==> src/rtl/ptp_bridge_sc_fifo_inff_core_pkg.sv <==
// Shared pipeline depths for the PTP bridge single-clock FIFO.
// Contents: stage counts for the optional input register, the write-to-visible
// delay and the error-pulse delay.
package ptp_bridge_sc_fifo_inff_core_pkg;

    // Register stages between wrreq/din and the storage write port
    localparam int unsigned INFF_DEPTH = 1;
    // Clocks from an accepted write (wr_i) to fifo_push
    localparam int unsigned PUSH_DEPTH = 2;
    // Clocks from an offending cycle to its overflow/underflow pulse
    localparam int unsigned ERR_DEPTH  = 2;

endpackage

==> src/rtl/ptp_bridge_sc_pipe_stage.sv <==
// N-deep register delay line, every stage cleared by reset.
// Ports:
//   clk_i  clock
//   rst_i  asynchronous active-high reset
//   d_i    W-bit input
//   q_o    d_i delayed by N clocks
module ptp_bridge_sc_pipe_stage #(
    parameter int unsigned W = 1,
    parameter int unsigned N = 1
) (
    input  logic         clk_i,
    input  logic         rst_i,
    input  logic [W-1:0] d_i,
    output logic [W-1:0] q_o
);

    for (genvar g = 0; g < N; g++) begin : g_stage
        logic [W-1:0] stage_q;
        logic [W-1:0] stage_d;

        if (g == 0) begin : g_head
            assign stage_d = d_i;
        end else begin : g_tail
            assign stage_d = g_stage[g-1].stage_q;
        end

        always_ff @(posedge clk_i or posedge rst_i) begin
            if (rst_i) begin
                stage_q <= '0;
            end else begin
                stage_q <= stage_d;
            end
        end
    end

    assign q_o = g_stage[N-1].stage_q;

endmodule

==> src/rtl/ptp_bridge_sc_fifo_inff_core.sv <==
// Single-clock show-ahead FIFO for PTP bridge sideband/timestamp words, with an
// optional input register, look-ahead empty flag and overflow/underflow pulses.
// Ports:
//   clk1           clock (rising edge)
//   rst            asynchronous active-high reset
//   din/wrreq      write data / write request
//   rdreq          acknowledge of the head word
//   dout           head word, valid while rdempty=0
//   rdempty        no readable word
//   wrfull         NUM_WORDS words stored
//   wrusedw        occupancy modulo NUM_WORDS
//   rdempty_lkahd  predicted empty for the next cycle (combinational)
//   overflow       pulse two clocks after a write while full
//   underflow      pulse two clocks after a read while empty
module ptp_bridge_sc_fifo_inff_core
    import ptp_bridge_sc_fifo_inff_core_pkg::*;
#(
    parameter int unsigned DWD            = 2,
    parameter int unsigned NUM_WORDS      = 8,
    parameter int unsigned NO_INFF        = 0,
    parameter string       RAM_BLOCK_TYPE = "AUTO",
    localparam int unsigned AW            = $clog2(NUM_WORDS)
) (
    input  logic           clk1,
    input  logic           rst,
    input  logic [DWD-1:0] din,
    input  logic           wrreq,
    input  logic           rdreq,
    output logic [DWD-1:0] dout,
    output logic           rdempty,
    output logic           wrfull,
    output logic [AW-1:0]  wrusedw,
    output logic           rdempty_lkahd,
    output logic           overflow,
    output logic           underflow
);

    localparam int unsigned CW = AW + 1;

    // Elaboration guard on parameters
    if (NUM_WORDS < 4 || (NUM_WORDS & (NUM_WORDS - 1)) != 0 || RAM_BLOCK_TYPE == "") begin : g_bad_param
        $error("NUM_WORDS must be a power of two >= 4 and RAM_BLOCK_TYPE non-empty");
    end

    logic           wr_i;
    logic [DWD-1:0] din_i;
    logic           wr_acc;
    logic           rd_acc;
    logic           fifo_push;

    logic [AW-1:0]  wptr_q, wptr_d;
    logic [AW-1:0]  rptr_q, rptr_d;
    logic [CW-1:0]  used_q, used_d;
    logic [CW-1:0]  cnt_q, cnt_d;
    logic [DWD-1:0] dout_q, dout_d;

    (* ramstyle = RAM_BLOCK_TYPE *) logic [DWD-1:0] mem_q [NUM_WORDS];

    // Optional input register on {din, wrreq}
    if (NO_INFF == 0) begin : g_inff
        logic [DWD:0] inff_out;
        ptp_bridge_sc_pipe_stage #(.W(DWD + 1), .N(INFF_DEPTH)) u_inff (
            .clk_i (clk1),
            .rst_i (rst),
            .d_i   ({din, wrreq}),
            .q_o   (inff_out)
        );
        assign din_i = inff_out[DWD:1];
        assign wr_i  = inff_out[0];
    end else begin : g_no_inff
        assign din_i = din;
        assign wr_i  = wrreq;
    end

    assign wrfull  = (used_q == CW'(NUM_WORDS));
    assign wrusedw = used_q[AW-1:0];
    assign rdempty = (cnt_q == '0);
    assign dout    = dout_q;

    assign wr_acc = wr_i & ~wrfull;
    assign rd_acc = rdreq & ~rdempty;

    // Only accepted writes travel to the visible count, so dropped words never surface
    ptp_bridge_sc_pipe_stage #(.W(1), .N(PUSH_DEPTH)) u_push (
        .clk_i (clk1),
        .rst_i (rst),
        .d_i   (wr_acc),
        .q_o   (fifo_push)
    );

    // Error pulses: raw offending conditions delayed two clocks
    ptp_bridge_sc_pipe_stage #(.W(2), .N(ERR_DEPTH)) u_err (
        .clk_i (clk1),
        .rst_i (rst),
        .d_i   ({wrfull & wr_i, rdempty & rdreq}),
        .q_o   ({overflow, underflow})
    );

    assign rdempty_lkahd = (~fifo_push & rdreq & (cnt_q == CW'(1))) | rdempty;

    // Storage write port
    always_ff @(posedge clk1) begin
        if (wr_acc) begin
            mem_q[wptr_q] <= din_i;
        end
    end

    // Pointer, occupancy, visible count and head-word next state
    always_comb begin
        wptr_d = wptr_q + AW'(wr_acc);
        rptr_d = rptr_q + AW'(rd_acc);
        used_d = used_q;
        cnt_d  = cnt_q;
        dout_d = dout_q;

        if (wr_acc && !rd_acc) begin
            used_d = used_q + CW'(1);
        end else if (!wr_acc && rd_acc) begin
            used_d = used_q - CW'(1);
        end

        if (fifo_push && !rd_acc) begin
            cnt_d = cnt_q + CW'(1);
        end else if (!fifo_push && rd_acc) begin
            cnt_d = cnt_q - CW'(1);
        end

        // The word at rptr_d was written at least two clocks ago whenever cnt_d is non-zero
        if (cnt_d != '0) begin
            dout_d = mem_q[rptr_d];
        end
    end

    always_ff @(posedge clk1 or posedge rst) begin
        if (rst) begin
            wptr_q <= '0;
            rptr_q <= '0;
            used_q <= '0;
            cnt_q  <= '0;
            dout_q <= '0;
        end else begin
            wptr_q <= wptr_d;
            rptr_q <= rptr_d;
            used_q <= used_d;
            cnt_q  <= cnt_d;
            dout_q <= dout_d;
        end
    end

endmodule

==> config.mk <==
export PLATFORM = sky130hd
export DESIGN_NAME = ptp_bridge_sc_fifo_inff_core
export DESIGN_NICKNAME = d
export VERILOG_FILES = /design/src/rtl/ptp_bridge_sc_fifo_inff_core_pkg.sv /design/src/rtl/ptp_bridge_sc_pipe_stage.sv /design/src/rtl/ptp_bridge_sc_fifo_inff_core.sv
export SDC_FILE = /design/constraint.sdc
export NUM_CORES = 1
export LEC_CHECK = 0
export BUFFER_PORTS_ARGS = -buffer_cell sky130_fd_sc_hd__buf_2
export CAP_MARGIN = 10
export CORE_MARGIN = 5
export CORE_UTILIZATION = 25
export CTS_CLUSTER_DIAMETER = 50
export DETAILED_ROUTE_END_ITERATION = 16
export GPL_TIMING_DRIVEN = 0
export REMOVE_ABC_BUFFERS = 1
export SYNTH_ARGS = -nofsm -noshare
export SYNTH_HDL_FRONTEND = slang
export SYNTH_SLANG_ARGS = --single-unit
==> constraint.sdc <==
create_clock -name clk1 -period 3.9 [get_ports clk1]
set_input_delay 0.195 -clock clk1 [delete_from_list [all_inputs] [get_ports clk1]]
set_output_delay 0.195 -clock clk1 [all_outputs]
set_load 0.01 [all_outputs]
==> flow_summary.json, run 1 <==
{
  "synth_seq_cells": 41,
  "cp.required_ns": 4.08,
  "io_pins": 16,
  "numCtsBuffers": 5,
  "drt_iter0_markers": 36,
  "rsz0062_at_grt": "false",
  "skew_ns": 0.004900,
  "cp.arrival_ns": 3.28,
  "place_congestion": 0.7808,
  "synthTopCellsByCount": "dfrtp_1 (25), edfxtp_1 (16), ha_1 (10)",
  "dieWidth_um": 96.21,
  "clock-sinks": 41,
  "r2r_start": "cnt_q[0]$_DFF_PP0_",
  "max_slew.worst_pin.slew_ns": 0.9402,
  "yosys_most_used_dff": "dfrtp_1",
  "io_buffers": 15,
  "wl_met1_mm": 1.337,
  "synth_area_mm2": 0.001858,
  "gr-total-overflow": 0,
  "num_antenna_cells": 0,
  "r2r_cells": 9,
  "synth_cell_types": 38,
  "grt_pass1_vias": 1079,
  "power_density_mw_per_mm2": 726.1,
  "antenna_found_initial": 0,
  "power.share.combinational": 0.379,
  "power.internal_mw": 1.020,
  "max_freq_mhz": 322.1,
  "h-tree-depth": 2,
  "num_vias": 1049,
  "dieArea_mm2": 0.009256,
  "vias_per_cell": 4.146,
  "rows": 31,
  "yosysSeqAreaShare": 0.5953,
  "critPathCaptureType": "flip-flop",
  "yosysMostFrequentCell": "dfrtp_1",
  "finalHoldViolCount": 0,
  "layout-drive-gt1-share": 0.2208,
  "sequentialPowerShare": 0.437,
  "clk_pin_slew_worst_paths_ns": 0.08,
  "synth_top_area_frac": 0.3367,
  "top_layer": "met4",
  "start_util": 0.2562,
  "pwr-share-clk": 0.184,
  "cp-start-kind": "flip-flop",
  "track_usage": 0.07072,
  "fp.dieH_um": 96.21,
  "dr_wl_met3_um": 97,
  "synth_edf_count": 16,
  "wl_per_cell_um": 11.32,
  "drtPass1Iterations": 4,
  "totalWireLength_mm": 2.863,
  "worstPathMaxFanout": 8,
  "tritoncts": "done",
  "period_needed_ns": 3.105,
  "layout.nets": 170,
  "fin_setup_tns_ns": 0,
  "cts.path.max_buffers": 2,
  "ys_warn_count": 0,
  "leakagePower_nw": 0.8718,
  "crit_type": "reg2reg",
  "synthToLayoutAreaGrowth_pct": 15.69,
  "place.detailed.hpwl_mm": 2.115,
  "yosys.area.top_type": "dfrtp_1",
  "syn_inst": 133,
  "synth_area_leaders": "dfrtp_1 (34%), edfxtp_1 (26%), ha_1 (6.7%)",
  "swShare": 0.3463,
  "clock_latency_ns": 0.29,
  "ctsResizeCount": 0,
  "outcome": "complete, no violations",
  "slew_violations": 0,
  "dr_wl_met2_mm": 1.388,
  "synth-async-reset-ratio": 0.6098,
  "reg2reg_slack_ns": 0.80,
  "avgSynthCellArea_um2": 13.97,
  "cts_setup_buffers": 0,
  "root_buffer": "clkbuf_8",
  "setup_viol": 0,
  "maxCapViolations": 0,
  "drc": 0,
  "worstReg2RegEnd": "dout[1]$_DFFE_PP0P_",
  "total_power_mw": 1.561,
  "fin_util": 0.2964,
  "slew_headroom": 0.3725,
  "p_sw_uw": 540.6,
  "antenna_left": 0,
  "core_mm2": 0.007253,
  "min_path_type": "in2async",
  "finalCritPeriodShare": 0.7961,
  "grt_max_degree": 26,
  "vdd_drop_max_mv": 0.3178,
  "grt_pass1_wl_mm": 4.954
}
==> registers in the layout (all words and copies together) (netlist names) <==
register	cells
wptr_q	3
used_q	4
u_err.g_stage.stage_q	2
u_push.g_stage.stage_q	1
rptr_q	3
cnt_q	4
dout	2
u_err.q_o	2
g_inff.u_inff.q_o	3
mem_q	16
u_push.q_o	1
==> layout make-up <==
cell class / count / area, um2
inverter: 6 / 22.52
fill: 735 / 5104
clock buffer: 5 / 68.82
sequential: 41 / 1106
clock inverter: 3 / 25.02
timing repair buffer: 18 / 105.1
multi-input combinational: 81 / 698.2
tap: 99 / 123.9
==> worst max-delay path, cell delays in order, from the launching register on <==
cell,delay [ns]
dfrtp_1,0.47
inv_1,0.09
ha_1,0.22
or3b_4,0.44
nand2_1,0.17
inv_1,0.06
ha_1,0.43
mux4_2,0.54
mux2_2,0.28
mux2_1,0.27
==> power by group through the flow <==
stage | sequential, mW | clock [mW] | combinational (mW)
after floorplan | 0.681 | 0 | 0.460
after global placement | 0.689 | 0 | 0.588
after detailed placement | 0.692 | 0 | 0.599
after CTS | 0.684 | 0.299 | 0.605
after global routing | 0.703 | 0.317 | 0.667
final | 0.682 | 0.287 | 0.592
==> kinds of logic (layout without fill, tap and decap cells) <==
family,after synthesis,after routing,share of synthesized area
AO/OA/AOI/OAI,12,12,0.05455
flip-flops,41,41,0.5953
buffers and inverters,11,32,0.02895
XOR/XNOR,7,7,0.03300
multiplexers,9,9,0.07879
adder cells (fa/ha/maj),11,11,0.07811
AND/OR/NAND/NOR,42,42,0.1313
==> layer usage <==
| metal | global-route usage | up-vias |
|---|---|---|
| li1 | - | 510 |
| met1 | 0.08585 | 515 |
| met2 | 0.1139 | 19 |
| met3 | 0.02267 | 5 |
| met4 | 0.03199 | 0 |
| met5 | 0 | - |
==> through the flow <==
step	hold WS (ns)	cell area [um2]	setup slack (ns)	std cells
after floorplan	0.2223	1827	1.035	128
after global placement	0.3057	2026	0.7976	242
after detailed placement	0.3044	2026	0.7783	242
after CTS	0.1483	2150	0.7546	253
after global routing	0.2239	2150	0.6017	253
final	0.09994	2150	0.7950	253
==> placed cells by master, fill, tap and decap left out, types with 4 or more instances in the layout <==
cell	n
inv_1	5
xnor2_1	4
nor2_1	9
nand2b_1	4
mux4_2	4
clkbuf_8	5
buf_2	15
nor3_1	4
nor2b_1	5
nand2_1	5
ha_1	10
dfrtp_1	25
edfxtp_1	16
==> how the worst max path moves through the flow <==
stage / startpoint / end / depth (start not counted)
after floorplan: cnt_q[0]$_DFF_PP0_ / dout[0]$_DFFE_PP0P_ / 9
after global placement: cnt_q[0]$_DFF_PP0_ / dout[0]$_DFFE_PP0P_ / 9
after detailed placement: cnt_q[0]$_DFF_PP0_ / dout[0]$_DFFE_PP0P_ / 9
after CTS: cnt_q[0]$_DFF_PP0_ / dout[1]$_DFFE_PP0P_ / 9
after global routing: cnt_q[0]$_DFF_PP0_ / dout[1]$_DFFE_PP0P_ / 9
final: cnt_q[0]$_DFF_PP0_ / dout[1]$_DFFE_PP0P_ / 9
==> repair_timing <==
item	4_1_cts	5_1_grt
endpoints found under the hold margin	3	0
endpoints found under the setup margin	0	0
hold buffers	3	0
No activity file was read; power rests on OpenSTA's default activity.
==> run 2: changes to the inputs <==
==> constraint.sdc (replaced) <==
create_clock -name clk1 -period 2.8 [get_ports clk1]
set_input_delay 0.14 -clock clk1 [delete_from_list [all_inputs] [get_ports clk1]]
set_output_delay 0.14 -clock clk1 [all_outputs]
set_load 0.01 [all_outputs]
==> run 2 against run 1 <==
Wire length up 3.2%; combinational power up 59%; clock skew up 0.0012 ns; global-route usage up 0.066 points; non-clock buffer count up 5; critical path depth unchanged; total power up 47%; first-iteration DRC count down 25%; maximum frequency up 14%; sequential power up 39%; cell count up 2.0%.
==> flow_summary.json, run 2 (synthesis gave the netlist of run 1 again) <==
{
  "largest_register_ffs": 16,
  "wl_per_cell_um": 11.46,
  "num_antenna_cells": 0,
  "start_util": 0.2562,
  "max_slew.worst_pin.slew_ns": 0.9442,
  "period_needed_ns": 2.715,
  "antenna_found_initial": 0,
  "root_buffer": "clkbuf_8",
  "drt_iter0_markers": 27,
  "reg_top3": "mem_q (16), cnt_q (4), used_q (4)",
  "crit_path_start": "cnt_q[0]$_DFF_PP0_",
  "finalCritPeriodShare": 0.9697,
  "vias_per_cell": 4.147,
  "final_common_cell": "dfrtp_1",
  "cpMaxStageDelayCell": "mux4_2",
  "fin_area_mm2": 0.002233,
  "numCtsBuffers": 5,
  "drc": 0,
  "grt_max_degree": 26,
  "cts.path.max_buffers": 2,
  "dieArea_mm2": 0.009256,
  "grt_pass1_vias": 1084,
  "power_density_mw_per_mm2": 1025,
  "clock-sinks": 41,
  "cpLargestDelayFamily": "multiplexers",
  "totalWireLength_mm": 2.956,
  "setup_viol": 0,
  "critPathMaxStageDelay_ns": 0.51,
  "io_buffers": 15,
  "gr-total-overflow": 0,
  "grt_pass1_wl_mm": 4.995,
  "leakagePower_nw": 0.8931,
  "dieWidth_um": 96.21,
  "maxCapViolations": 0,
  "cp.arrival_ns": 2.89,
  "synthToLayoutAreaGrowth_pct": 20.20,
  "h-tree-depth": 2,
  "tritoncts": "done",
  "drtPass1Iterations": 4,
  "rows": 31,
  "r2r_start": "cnt_q[0]$_DFF_PP0_",
  "layout-drive-gt1-share": 0.2830,
  "critPathCaptureType": "flip-flop",
  "dp.cells": 242,
  "worstPathCellList": "inv_1 -> ha_4 -> or3b_4 -> nand2_4 -> inv_1 -> ha_4 -> mux4_2 -> mux2_2 -> mux2_1",
  "rsz0062_at_grt": "false",
  "finalHoldViolCount": 0,
  "crit_type": "reg2reg",
  "skew_ns": 0.006145,
  "cp.required_ns": 2.98,
  "num_vias": 1070,
  "antenna_left": 0,
  "fp.dieH_um": 96.21,
  "slew_violations": 0,
  "cp-start-kind": "flip-flop",
  "worst-path-buf-inv": 2,
  "clk_pin_slew_worst_paths_ns": 0.08,
  "track_usage": 0.07138,
  "vdd_drop_max_mv": 0.4472,
  "worstPathMaxFanout": 5,
  "regMostFlops": "mem_q",
  "slew_headroom": 0.3698,
  "clock_latency_ns": 0.30,
  "place_congestion": 0.7808,
  "fin_util": 0.3079,
  "core_mm2": 0.007253,
  "min_path_type": "in2async",
  "layout.nets": 175,
  "max_freq_mhz": 368.3,
  "layout_common_cells": "dfrtp_1 (24), edfxtp_1 (16), buf_2 (15)",
  "place.detailed.hpwl_mm": 2.115,
  "io_pins": 16,
  "placedInstanceArea_mm2": 0.002026,
  "finalNonFillerCells": 258,
  "outcome": "complete, no violations"
}
-- run 2: cell count changes in the layout (fill, tap and decap cells not counted) --
| cell | change |
|---|---|
| ha_4 | +3 |
| dfrtp_2 | +1 |
| ha_1 | -3 |
| nand2_4 | +1 |
| inv_1 | -1 |
| nand2_1 | -1 |
| inv_2 | +1 |
| dfrtp_1 | -1 |
| buf_4 | +5 |
-- run 2: report_power, final --
| part | switching [mW] | internal (mW) | total (mW) |
|---|---|---|---|
| logic | 0.424 | 0.516 | 0.940 |
| clock network | 0.221 | 0.182 | 0.402 |
| registers | 0.142 | 0.805 | 0.947 |
| total | 0.786 | 1.50 | 2.29 |
-- run 2: what timing repair did --
item                                   in CTS  in global routing
setup buffers                               1                  4
hold buffers                                3                  0
endpoints found under the hold margin       3                  0
gates cloned                                0                  0
gates resized for setup                    10                  0
pin swaps                                   0                  2
setup endpoints to repair                   2                  2
-- run 2: final cells by class --
cell class	count	area (um2)
Multi-Input combinational cell	81	743.2
Inverter	6	22.52
Clock buffer	5	68.82
Timing Repair Buffer	23	142.6
Fill cell	731	5020
Sequential cell	41	1107
Tap cell	99	123.9
Clock inverter	3	25.02
-- run 2: worst register-to-register path: stages (launching register included) --
cell	delay, ns
dfrtp_2	0.42
inv_1	0.10
ha_4	0.16
or3b_4	0.43
nand2_4	0.07
inv_1	0.06
ha_4	0.31
mux4_2	0.51
mux2_2	0.28
mux2_1	0.27
-- run 2: final timing paths --
kind                       cells past startpoint                                    end  slack, ns
max in group asynchronous                      2                     cnt_q[0]$_DFF_PP0_       2.12
setup / recovery                               9                    dout[1]$_DFFE_PP0P_       0.08
hold reg to reg                                0                 u_err.q_o[1]$_DFF_PP0_       0.35
setup reg to reg                               9                    dout[1]$_DFFE_PP0P_       0.08
hold / removal                                 2                 u_err.q_o[1]$_DFF_PP0_       0.05
min in group clk1                              2  u_err.g_stage[0].stage_q[0]$_DFF_PP0_       0.19
-- run 2: metal layers --
metal / vias up / global-route usage / wire, um
met4: 0 / 0.03199 / 50
li1: 521 / - / -
met1: 525 / 0.08585 / 1355
met2: 17 / 0.1162 / 1445
met3: 7 / 0.02267 / 105
met5: - / 0 / 0
-- run 2: metrics by stage --
stage / TNS, ns / total power, mW / setup slack (ns) / hold WS [ns]
2_1_floorplan: -0.1301 / 1.590 / -0.06507 / 0.1673
3_3_place_gp: -0.6034 / 1.779 / -0.3024 / 0.2507
3_5_place_dp: -0.6402 / 1.798 / -0.3217 / 0.2494
5_1_grt: 0 / 2.471 / 0.004139 / 0.1688
4_1_cts: 0 / 2.299 / 0.01284 / 0.09319
6_report: 0 / 2.289 / 0.08477 / 0.04515
